--- config.mk ---
export PLATFORM = sky130hd
export DESIGN_NAME = fpmul_seq_flat
export DESIGN_NICKNAME = d
export VERILOG_FILES = /design/src/rtl/fpmul_seq_if.sv /design/src/rtl/fpmul_seq.sv /design/src/flat_wrapper.sv
export SDC_FILE = /design/constraint.sdc
export NUM_CORES = 1
export LEC_CHECK = 0
export ABC_CLOCK_PERIOD_IN_PS = 3100
export CORE_MARGIN = 2
export CORE_UTILIZATION = 52
export DETAILED_ROUTE_END_ITERATION = 8
export PLACE_DENSITY_LB_ADDON = 0.05
export SETUP_SLACK_MARGIN = 0.1
export SYNTH_ARGS = -nofsm -noshare
export SYNTH_HDL_FRONTEND = slang
export SYNTH_SLANG_ARGS = --single-unit
--- constraint.sdc ---
create_clock -name clk -period 3.1 [get_ports clk]
set_input_delay 0.62 -clock clk [delete_from_list [all_inputs] [get_ports clk]]
set_output_delay 0.62 -clock clk [all_outputs]
set_load 0.02 [all_outputs]
--- src/rtl/fpmul_seq_if.sv ---
// fpmul_seq_if: handshake bundle for the sequential FP multiplier.
//   in_valid/in_ready/x/y   operand side (master drives valid + operands)
//   out_valid/out_ready/z   result side (slave drives valid + result)
//   ovf/unf                 result flags, meaningful while out_valid=1
// Operand/result format: {sign, exp[EW-1:0], mant[MW-1:0]}.
interface fpmul_seq_if #(
    parameter int EW = 4,
    parameter int MW = 7
);
    localparam int W = EW + MW + 1;

    logic         in_valid;
    logic         in_ready;
    logic [W-1:0] x;
    logic [W-1:0] y;
    logic         out_valid;
    logic         out_ready;
    logic [W-1:0] z;
    logic         ovf;
    logic         unf;

    modport master (
        output in_valid, x, y, out_ready,
        input  in_ready, out_valid, z, ovf, unf
    );

    modport slave (
        input  in_valid, x, y, out_ready,
        output in_ready, out_valid, z, ovf, unf
    );
endinterface

--- src/rtl/fpmul_seq.sv ---
// fpmul_seq: multi-cycle floating-point multiplier.
//   clk   rising-edge clock
//   rst   asynchronous active-high reset
//   bus   fpmul_seq_if.slave: operands x/y with in_valid/in_ready,
//         product z with ovf/unf flags and out_valid/out_ready
// Mantissas are multiplied by shift-add, one multiplier bit per cycle,
// followed by a single normalise cycle. Overflow saturates to the largest
// magnitude, underflow flushes to signed zero.
// Optional build macro FPMUL_RNE_EN: round-to-nearest-even in the normalise
// cycle; without it the mantissa is truncated.
module fpmul_seq #(
    parameter int EW   = 4,
    parameter int MW   = 7,
    parameter int BIAS = (1 << (EW - 1)) - 1
) (
    input  logic        clk,
    input  logic        rst,
    fpmul_seq_if.slave  bus
);
    localparam int W  = EW + MW + 1;
    localparam int PW = 2 * MW + 2;
    localparam int CW = $clog2(MW + 2);

    typedef enum logic [1:0] {IDLE, MUL, NORM, DONE} state_t;

    state_t          state_q, state_d;
    logic            sign_q, sign_d;
    logic [EW-1:0]   ex_q, ex_d, ey_q, ey_d;
    logic [MW:0]     a_q, a_d, b_q, b_d;
    logic [PW-1:0]   p_q, p_d;
    logic [CW-1:0]   cnt_q, cnt_d;
    logic [W-1:0]    z_q, z_d;
    logic            ovf_q, ovf_d, unf_q, unf_d;

    // Normalise / round / range-check, evaluated from the finished product.
    logic            hi;
    logic [MW-1:0]   m_trunc, m_fin;
    logic [EW+1:0]   e_base, e_fin;
    logic            ovf_n, unf_n;
    logic            sgn_in;

    always_comb begin
        hi      = p_q[PW-1];
        m_trunc = hi ? p_q[2*MW -: MW] : p_q[2*MW-1 -: MW];
        // Two's complement in EW+2 bits; the top bit is the sign.
        e_base  = (EW+2)'(ex_q) + (EW+2)'(ey_q) - (EW+2)'(BIAS) + (EW+2)'(hi);
    end

`ifdef FPMUL_RNE_EN
    logic guard, sticky, rnd, carry;
    always_comb begin
        guard   = hi ? p_q[MW] : p_q[MW-1];
        sticky  = hi ? (|p_q[MW-1:0]) : (|p_q[MW-2:0]);
        rnd     = guard & (sticky | m_trunc[0]);
        {carry, m_fin} = {1'b0, m_trunc} + (MW+1)'(rnd);
        // Mantissa wrap to zero bumps the exponent before range checks.
        e_fin   = e_base + (EW+2)'(carry);
    end
`else
    logic unused_lsbs;
    assign unused_lsbs = ^p_q[MW-1:0];
    always_comb begin
        m_fin = m_trunc;
        e_fin = e_base;
    end
`endif

    // Positive and >= 2^EW means above the largest exponent field.
    assign ovf_n  = !e_fin[EW+1] && e_fin[EW];
    assign unf_n  = e_fin[EW+1] || (e_fin == '0);
    assign sgn_in = bus.x[W-1] ^ bus.y[W-1];

    always_ff @(posedge clk or posedge rst) begin
        if (rst) begin
            state_q <= IDLE;
            sign_q  <= 1'b0;
            ex_q    <= '0;
            ey_q    <= '0;
            a_q     <= '0;
            b_q     <= '0;
            p_q     <= '0;
            cnt_q   <= '0;
            z_q     <= '0;
            ovf_q   <= 1'b0;
            unf_q   <= 1'b0;
        end else begin
            state_q <= state_d;
            sign_q  <= sign_d;
            ex_q    <= ex_d;
            ey_q    <= ey_d;
            a_q     <= a_d;
            b_q     <= b_d;
            p_q     <= p_d;
            cnt_q   <= cnt_d;
            z_q     <= z_d;
            ovf_q   <= ovf_d;
            unf_q   <= unf_d;
        end
    end

    always_comb begin
        state_d       = state_q;
        sign_d        = sign_q;
        ex_d          = ex_q;
        ey_d          = ey_q;
        a_d           = a_q;
        b_d           = b_q;
        p_d           = p_q;
        cnt_d         = cnt_q;
        z_d           = z_q;
        ovf_d         = ovf_q;
        unf_d         = unf_q;
        bus.in_ready  = 1'b0;
        bus.out_valid = 1'b0;

        case (state_q)
            IDLE: begin
                bus.in_ready = 1'b1;
                if (bus.in_valid) begin
                    sign_d = sgn_in;
                    ex_d   = bus.x[W-2:MW];
                    ey_d   = bus.y[W-2:MW];
                    a_d    = {1'b1, bus.x[MW-1:0]};
                    b_d    = {1'b1, bus.y[MW-1:0]};
                    p_d    = '0;
                    cnt_d  = '0;
                    ovf_d  = 1'b0;
                    unf_d  = 1'b0;
                    // Zero exponent field means the operand is zero.
                    if (bus.x[W-2:MW] == '0 || bus.y[W-2:MW] == '0) begin
                        z_d     = {sgn_in, {(W-1){1'b0}}};
                        state_d = DONE;
                    end else begin
                        state_d = MUL;
                    end
                end
            end
            MUL: begin
                // b_q shifts right so bit 0 is always multiplier bit cnt.
                if (b_q[0])
                    p_d = p_q + (PW'(a_q) << cnt_q);
                b_d   = b_q >> 1;
                cnt_d = cnt_q + CW'(1);
                if (cnt_q == CW'(MW))
                    state_d = NORM;
            end
            NORM: begin
                ovf_d = ovf_n;
                unf_d = unf_n;
                if (ovf_n)
                    z_d = {sign_q, {(W-1){1'b1}}};
                else if (unf_n)
                    z_d = {sign_q, {(W-1){1'b0}}};
                else
                    z_d = {sign_q, e_fin[EW-1:0], m_fin};
                state_d = DONE;
            end
            DONE: begin
                bus.out_valid = 1'b1;
                if (bus.out_ready)
                    state_d = IDLE;
            end
            default: state_d = IDLE;
        endcase
    end

    assign bus.z   = z_q;
    assign bus.ovf = ovf_q;
    assign bus.unf = unf_q;
endmodule

--- src/flat_wrapper.sv ---
// flat-port wrapper written by rule: the top's interface ports become plain ports
module fpmul_seq_flat 
#(
    parameter int EW   = 4,
    parameter int MW   = 7,
    parameter int BIAS = (1 << (EW - 1)) - 1
)
  (clk, rst, bus_in_valid, bus_x, bus_y, bus_out_ready, bus_in_ready, bus_out_valid, bus_z, bus_ovf, bus_unf);
  fpmul_seq_if #(.EW(EW), .MW(MW)) bus_i ();
  input  logic clk;
  input  logic rst;
  input wire logic [$bits(bus_i.in_valid)-1:0] bus_in_valid;
  input wire logic [$bits(bus_i.x)-1:0] bus_x;
  input wire logic [$bits(bus_i.y)-1:0] bus_y;
  input wire logic [$bits(bus_i.out_ready)-1:0] bus_out_ready;
  output wire logic [$bits(bus_i.in_ready)-1:0] bus_in_ready;
  output wire logic [$bits(bus_i.out_valid)-1:0] bus_out_valid;
  output wire logic [$bits(bus_i.z)-1:0] bus_z;
  output wire logic [$bits(bus_i.ovf)-1:0] bus_ovf;
  output wire logic [$bits(bus_i.unf)-1:0] bus_unf;
  assign bus_i.in_valid = bus_in_valid;
  assign bus_i.x = bus_x;
  assign bus_i.y = bus_y;
  assign bus_i.out_ready = bus_out_ready;
  assign bus_in_ready = bus_i.in_ready;
  assign bus_out_valid = bus_i.out_valid;
  assign bus_z = bus_i.z;
  assign bus_ovf = bus_i.ovf;
  assign bus_unf = bus_i.unf;
  fpmul_seq #(.EW(EW), .MW(MW), .BIAS(BIAS)) u_core (.clk(clk), .rst(rst), .bus(bus_i));
endmodule
# == Word level (Yosys, flattened, before mapping) ==
# Index checks and enable logic that the tools add are counted.
# classes
n_addsub,5
n_eq_ne,9
shifts,1
n_mux,23
bitwise,1
n_reduce_logical,16
# op_table
operator,n
$mux W16,2
$pmux W16 S2,1
$mux W12,2
$pmux W12 S2,1
$mux W11,2
$add A16 B16 Y16,1
$pmux W8 S2,1
$shl A8 B4 Y16,1
$reduce_and A3 Y1,3
$logic_not A4 Y1,2
$mux W2,4
$mux W8,1
$pmux W2 S4,1
$pmux W4 S2,1
$mux W7,1
$add A6 B1 Y6,1
$logic_not A6 Y1,1
$ne A2 B1 Y1 const B,3
$reduce_and A2 Y1,3
$sub A6 B3 Y6 const B,1
$add A4 B4 Y5,1
$add A4 B1 Y4 const B,1
$eq A2 B2 Y1 const B,2
$eq A4 B3 Y1 const B,1
11 further kinds,17
# word_totals
register_bits,61
input_bits,28
out_inout_bits,16
wordCells,66

# == Longest topological paths before layout ==
# depth
ltp_word,8
mapped_depth,15
depth_no_buf,13

# == Worst setup path before layout ==
# No wires, ideal clock.
# synth_timing
path_type,register to register
from,register u_core.cnt_q[1]
to,register u_core.p_q[13]
setup_ns,0.122
t_arrival_ns,3.240
t_required_ns,2.978
path_slack_ns,-0.262
stages_incl_launch_ff,15
path_buffers,2
period_less_slack_ns,3.362
cell_sequence,dfrtp_1 clkbuf_1 clkbuf_1 mux2i_1 o22ai_1 nand2_1 o21ai_0 nor2b_1 ha_1 a21o_1 a211o_1 and3_1 o211a_1 or3_1 a32o_1
# synth_between
elab_chain_len,4
# synth_lines
item,line,rtl
from (decl),fpmul_seq.sv:31,"logic [CW-1:0] cnt_q, cnt_d;"
from (signal assigned),fpmul_seq.sv:94,cnt_q <= cnt_d;
$shl A8 B4 Y16,fpmul_seq.sv:141,p_d = p_q + (PW'(a_q) << cnt_q);
$add A16 B16 Y16,fpmul_seq.sv:141,
$mux W16,fpmul_seq.sv:140,if (b_q[0])
$pmux W16 S2,fpmul_seq.sv:116,case (state_q)
to (signal assigned),fpmul_seq.sv:93,p_q <= p_d;
to (decl),fpmul_seq.sv:30,"logic [PW-1:0] p_q, p_d;"
# Every way passes these cells. The select of a mux whose other input is x is not followed.
# A chain may end at the register's enable or synchronous reset.

# == Worst setup path in the final report ==
# Same ends and word-level chain as after synthesis.

==> summary.md <==
| Metric | Value |
|---|---|
| Outcome | `complete, but fails checks` |
| Violations in the final reports | `setup timing` |
| Post-synth EDFFs | `0` |
| Post-synthesis sequential area ratio | `37.8%` |
| Fraction of synthesis flops using an asynchronous set or reset pin | `100%` |
| Final standard cell area without fillers | `0.00529 mm2` |
| Post-synthesis instance area | `0.00404 mm2` |
| Hold Path Sink | `u_core.bus.z[10]` |
| Number of buffer and inverter stages on the critical path | `2` |
| Share of layout cells above drive strength 1 | `23.8%` |
| Cell depth of the worst min-delay path | `2` |
| Number of nets in the finished design | `586` |
| Htree depth | `3` |
| Final Max Tran Viols | `0` |
| Time the worst path needs with I/O delays and setup | `3.14 ns` |
| Number of DRC markers after the initial detailed-route iteration | `153` |
| Unrepaired setup endpoints after global routing | `true` |
| DRC violations left | `0` |
| Detailed placement HPWL | `6.92 mm` |
| Post-route clock period utilization | `101%` |
| Synthesis-stage register bit count | `61` |
| Post-Place Cell Area | `0.00478 mm2` |
| Floorplan core area | `0.00761 mm2` |
| Maximum number of pins on one net before global-route repair | `62` |
| GR Overflow Total | `0` |
| Synthesized netlist net count | `503` |
| Maximum buffer depth of the clock tree | `2` |
| Number of routed nets with antenna violations | `0` |
| Placement Rows | `32` |
| All-Layer GR Usage | `24.3%` |
| Endpoint class of the critical path | `flop` |
| Vias after detailed routing | `3,712` |
| Vias in the first global route | `3,566` |
| Die Y | `92.1 um` |
| Number of search-and-repair iterations in the first detailed-routing pass | `5` |
| Worst Path Required | `3.34 ns` |
| Unique masters post-synth | `48` |
| Vias per cell | `5.84` |
| Floorplan die width | `92.1 um` |
| Slew at the pin with the worst max-slew slack | `0.533 ns` |
| Worst reg2reg endpoint | `u_core.p_q[13]` |
| Clock root buffer | `clkbuf_8` |
| Fraction of the core area covered by cells at the end of the flow | `69.6%` |
| CP peak stage delay | `0.45 ns` |
| Routed length per placed instance | `15.9 um` |
| Headroom to the max-slew limit | `64.5%` |
| Most frequent CP cell | `buf_4` |
| Clock sink total | `61` |
| Port-buffer cells | `43` |
| Area of the die | `0.00849 mm2` |
| TritonCTS Buffers | `9` |
| Yosys warning total | `0` |
| Io pins | `44` |
| Global-route wire length before repair | `16.5 mm` |
| Clock tree from TritonCTS | `yes` |
| Worst min-delay path startpoint | `u_core.bus.z[10]` |
| Dpl ws | `-0.169 ns` |
| List of cells traversed by the critical path | `buf_4 > mux2i_4 > nand2_1 > o21ai_4 > buf_4 > o22ai_1 > ha_1 > a21o_1 > a31o_2 > o211a_1 > or3_1 > a32o_1` |
| RR Startpoint | `u_core.cnt_q[1]` |
| Worst-path fanout max | `5` |
| Total length of routed wires | `10.1 mm` |
| Worst-path cell with the longest stage delay | `dfrtp_2` |
| Final Hold Vio Count | `0` |
| Total inserted antenna cells | `0` |
| Data arrival time of the critical path | `3.37 ns` |
| Peak supply drop | `0.000621 V` |
| Number of failing setup endpoints in the final timing report | `1` |
| Routability Congestion | `0.868` |
| Setup Skew | `0.00789 ns` |
| Mean cell area of the mapped netlist | `9.03 um2` |
| Power per cell area | `1250 mW/mm2` |
| Layout overhead on the synthesized area | `31.1%` |
| Most instantiated flip-flop cell in the synthesis netlist | `dfrtp_1` |
| Total power | `6.61 mW` |
| Cell family contributing the most delay on the critical path | `compound AO/OA/AOI/OAI gates` |
| Kind of critical path | `reg2reg` |
| Register clock-pin slew on the reported worst setup and hold paths | `0.07 ns` |
| Starting utilization of the core area | `53.1%` |
| Number of antenna violations at the first check in global routing | `0` |
| Static power due to leakage | `2.43 nW` |
| Post-Synthesis Cells | `447` |
| Worst setup slack for register-to-register paths | `-0.04 ns` |
| Max Cap Viol | `0` |
| Logic depth of the worst register-to-register path | `12` |
| HP Class | `reg2reg` |
| Achievable frequency | `0.319 GHz` |
| Final sum of negative setup slack | `-0.0371 ns` |
| Clock Latency Late Sink | `0.35 ns` |
| Final WS setup | `-0.0371 ns` |
| CP Launch Type | `flop` |
-- worst max-delay path by stage --
stage,startpoint,end,slack [ns],depth (start not counted)
3_3_place_gp,u_core.cnt_q[1],u_core.p_q[13],-0.05,12
5_1_grt,u_core.cnt_q[1],u_core.p_q[15],-0.10,15
4_1_cts,u_core.cnt_q[1],u_core.p_q[13],-0.01,12
2_1_floorplan,u_core.cnt_q[1],u_core.p_q[13],0.05,14
6_report,u_core.cnt_q[1],u_core.p_q[13],-0.04,12
3_5_place_dp,u_core.cnt_q[1],u_core.p_q[13],-0.17,12
-- power breakdown --
group	leakage [nW]	switching [mW]	internal (mW)
sequential	0.758	0.300	1.12
clock	0.0949	0.315	0.326
combinational	1.58	2.33	2.23
-- stage by stage --
stage          instances  hold slack [ns]
4_1_cts              629            0.485
6_report             636            0.484
3_5_place_dp         605            0.471
3_3_place_gp         605            0.461
2_1_floorplan        447            0.451
5_1_grt              636            0.506
-- layer usage --
layer	vias to the layer above	wire [um]	global-route usage [%]	part of all wire (%)
met5	-	0	0	0
li1	1789	-	-	-
met3	28	394	4.35	3.9
met4	0	215	10.7	2.1
met2	97	5120	40.7	51
met1	1798	4400	30.8	43
-- cells by family after synthesis --
kind of cell	after synthesis	synth area share, %
adder cells (fa/ha/maj)	28	9.05
AO/OA/AOI/OAI	129	20.5
AND/OR/NAND/NOR	146	17.2
buffers and inverters	40	3.81
multiplexers	31	8.96
flip-flops	61	37.8
XOR/XNOR	12	2.60
-- registers in the layout (all words and copies together) (netlist names), 2 cells and up --
signal / cells
u_core.bus.z: 12
u_core.a_q: 8
u_core.ex_q: 4
u_core.cnt_q: 4
u_core.state_q: 2
u_core.p_q: 16
u_core.b_q: 8
u_core.ey_q: 4
-- area by class of cell --
type | count | area, um2
Clock inverter | 4 | 23.8
Timing Repair Buffer | 93 | 831
Multi-Input combinational cell | 346 | 2560
Fill cell | 630 | 2310
Clock buffer | 11 | 151
Inverter | 19 | 71.3
Tap cell | 102 | 128
Sequential cell | 61 | 1530
-- cell usage after synthesis, types with 5 or more instances --
master | count | area (um2)
nor2b_1 | 14 | 87.6
xor2_1 | 6 | 52.6
dfrtp_1 | 61 | 1530
a21o_1 | 13 | 97.6
mux2i_1 | 8 | 80.1
nand3_1 | 6 | 30.0
and2_1 | 7 | 43.8
nand2b_1 | 6 | 37.5
a21oi_1 | 17 | 85.1
nor2_1 | 32 | 120
nor4_1 | 5 | 31.3
nor3_1 | 7 | 35.0
ha_1 | 26 | 325
mux2_2 | 21 | 236
o21ai_0 | 45 | 225
o22ai_1 | 12 | 75.1
nand2_1 | 52 | 195
clkbuf_1 | 17 | 63.8
a2111oi_0 | 7 | 61.3
inv_1 | 18 | 67.6
xnor2_1 | 6 | 52.6
-- worst min-delay path, delay by kind of cell (launching register included) --
kind / cells / cell delay [ns]
and+or+nand+nor: 1 / 0.04
DFF: 1 / 0.34
AOI/OAI and AO/OA: 1 / 0.06
-- layout by cell type (no fill, tap or decap), types with 5 or more instances in the layout --
master	n
xor2_1	6
and2_1	7
ha_1	22
nand2_1	50
nor4_1	5
o21ai_0	37
mux2i_1	5
a2111oi_0	7
o21ai_1	5
buf_4	44
inv_1	17
dfrtp_1	59
a21oi_1	14
clkdlybuf4s50_1	43
xnor2_1	6
o22ai_1	11
nor2b_1	11
clkbuf_8	11
nand3_1	5
a21o_1	13
nand2b_1	6
mux2_2	18
nor2_1	29
nor3_1	6
-- timing repair --
action | in CTS | in global routing
gates resized for setup | 20 | 36
hold buffers | 0 | 0
setup endpoints to repair | 6 | 6
setup buffers | 10 | 7
endpoints found under the hold margin | 0 | 0
pin swaps | 14 | 19
Power figures use the tool's default switching activity.
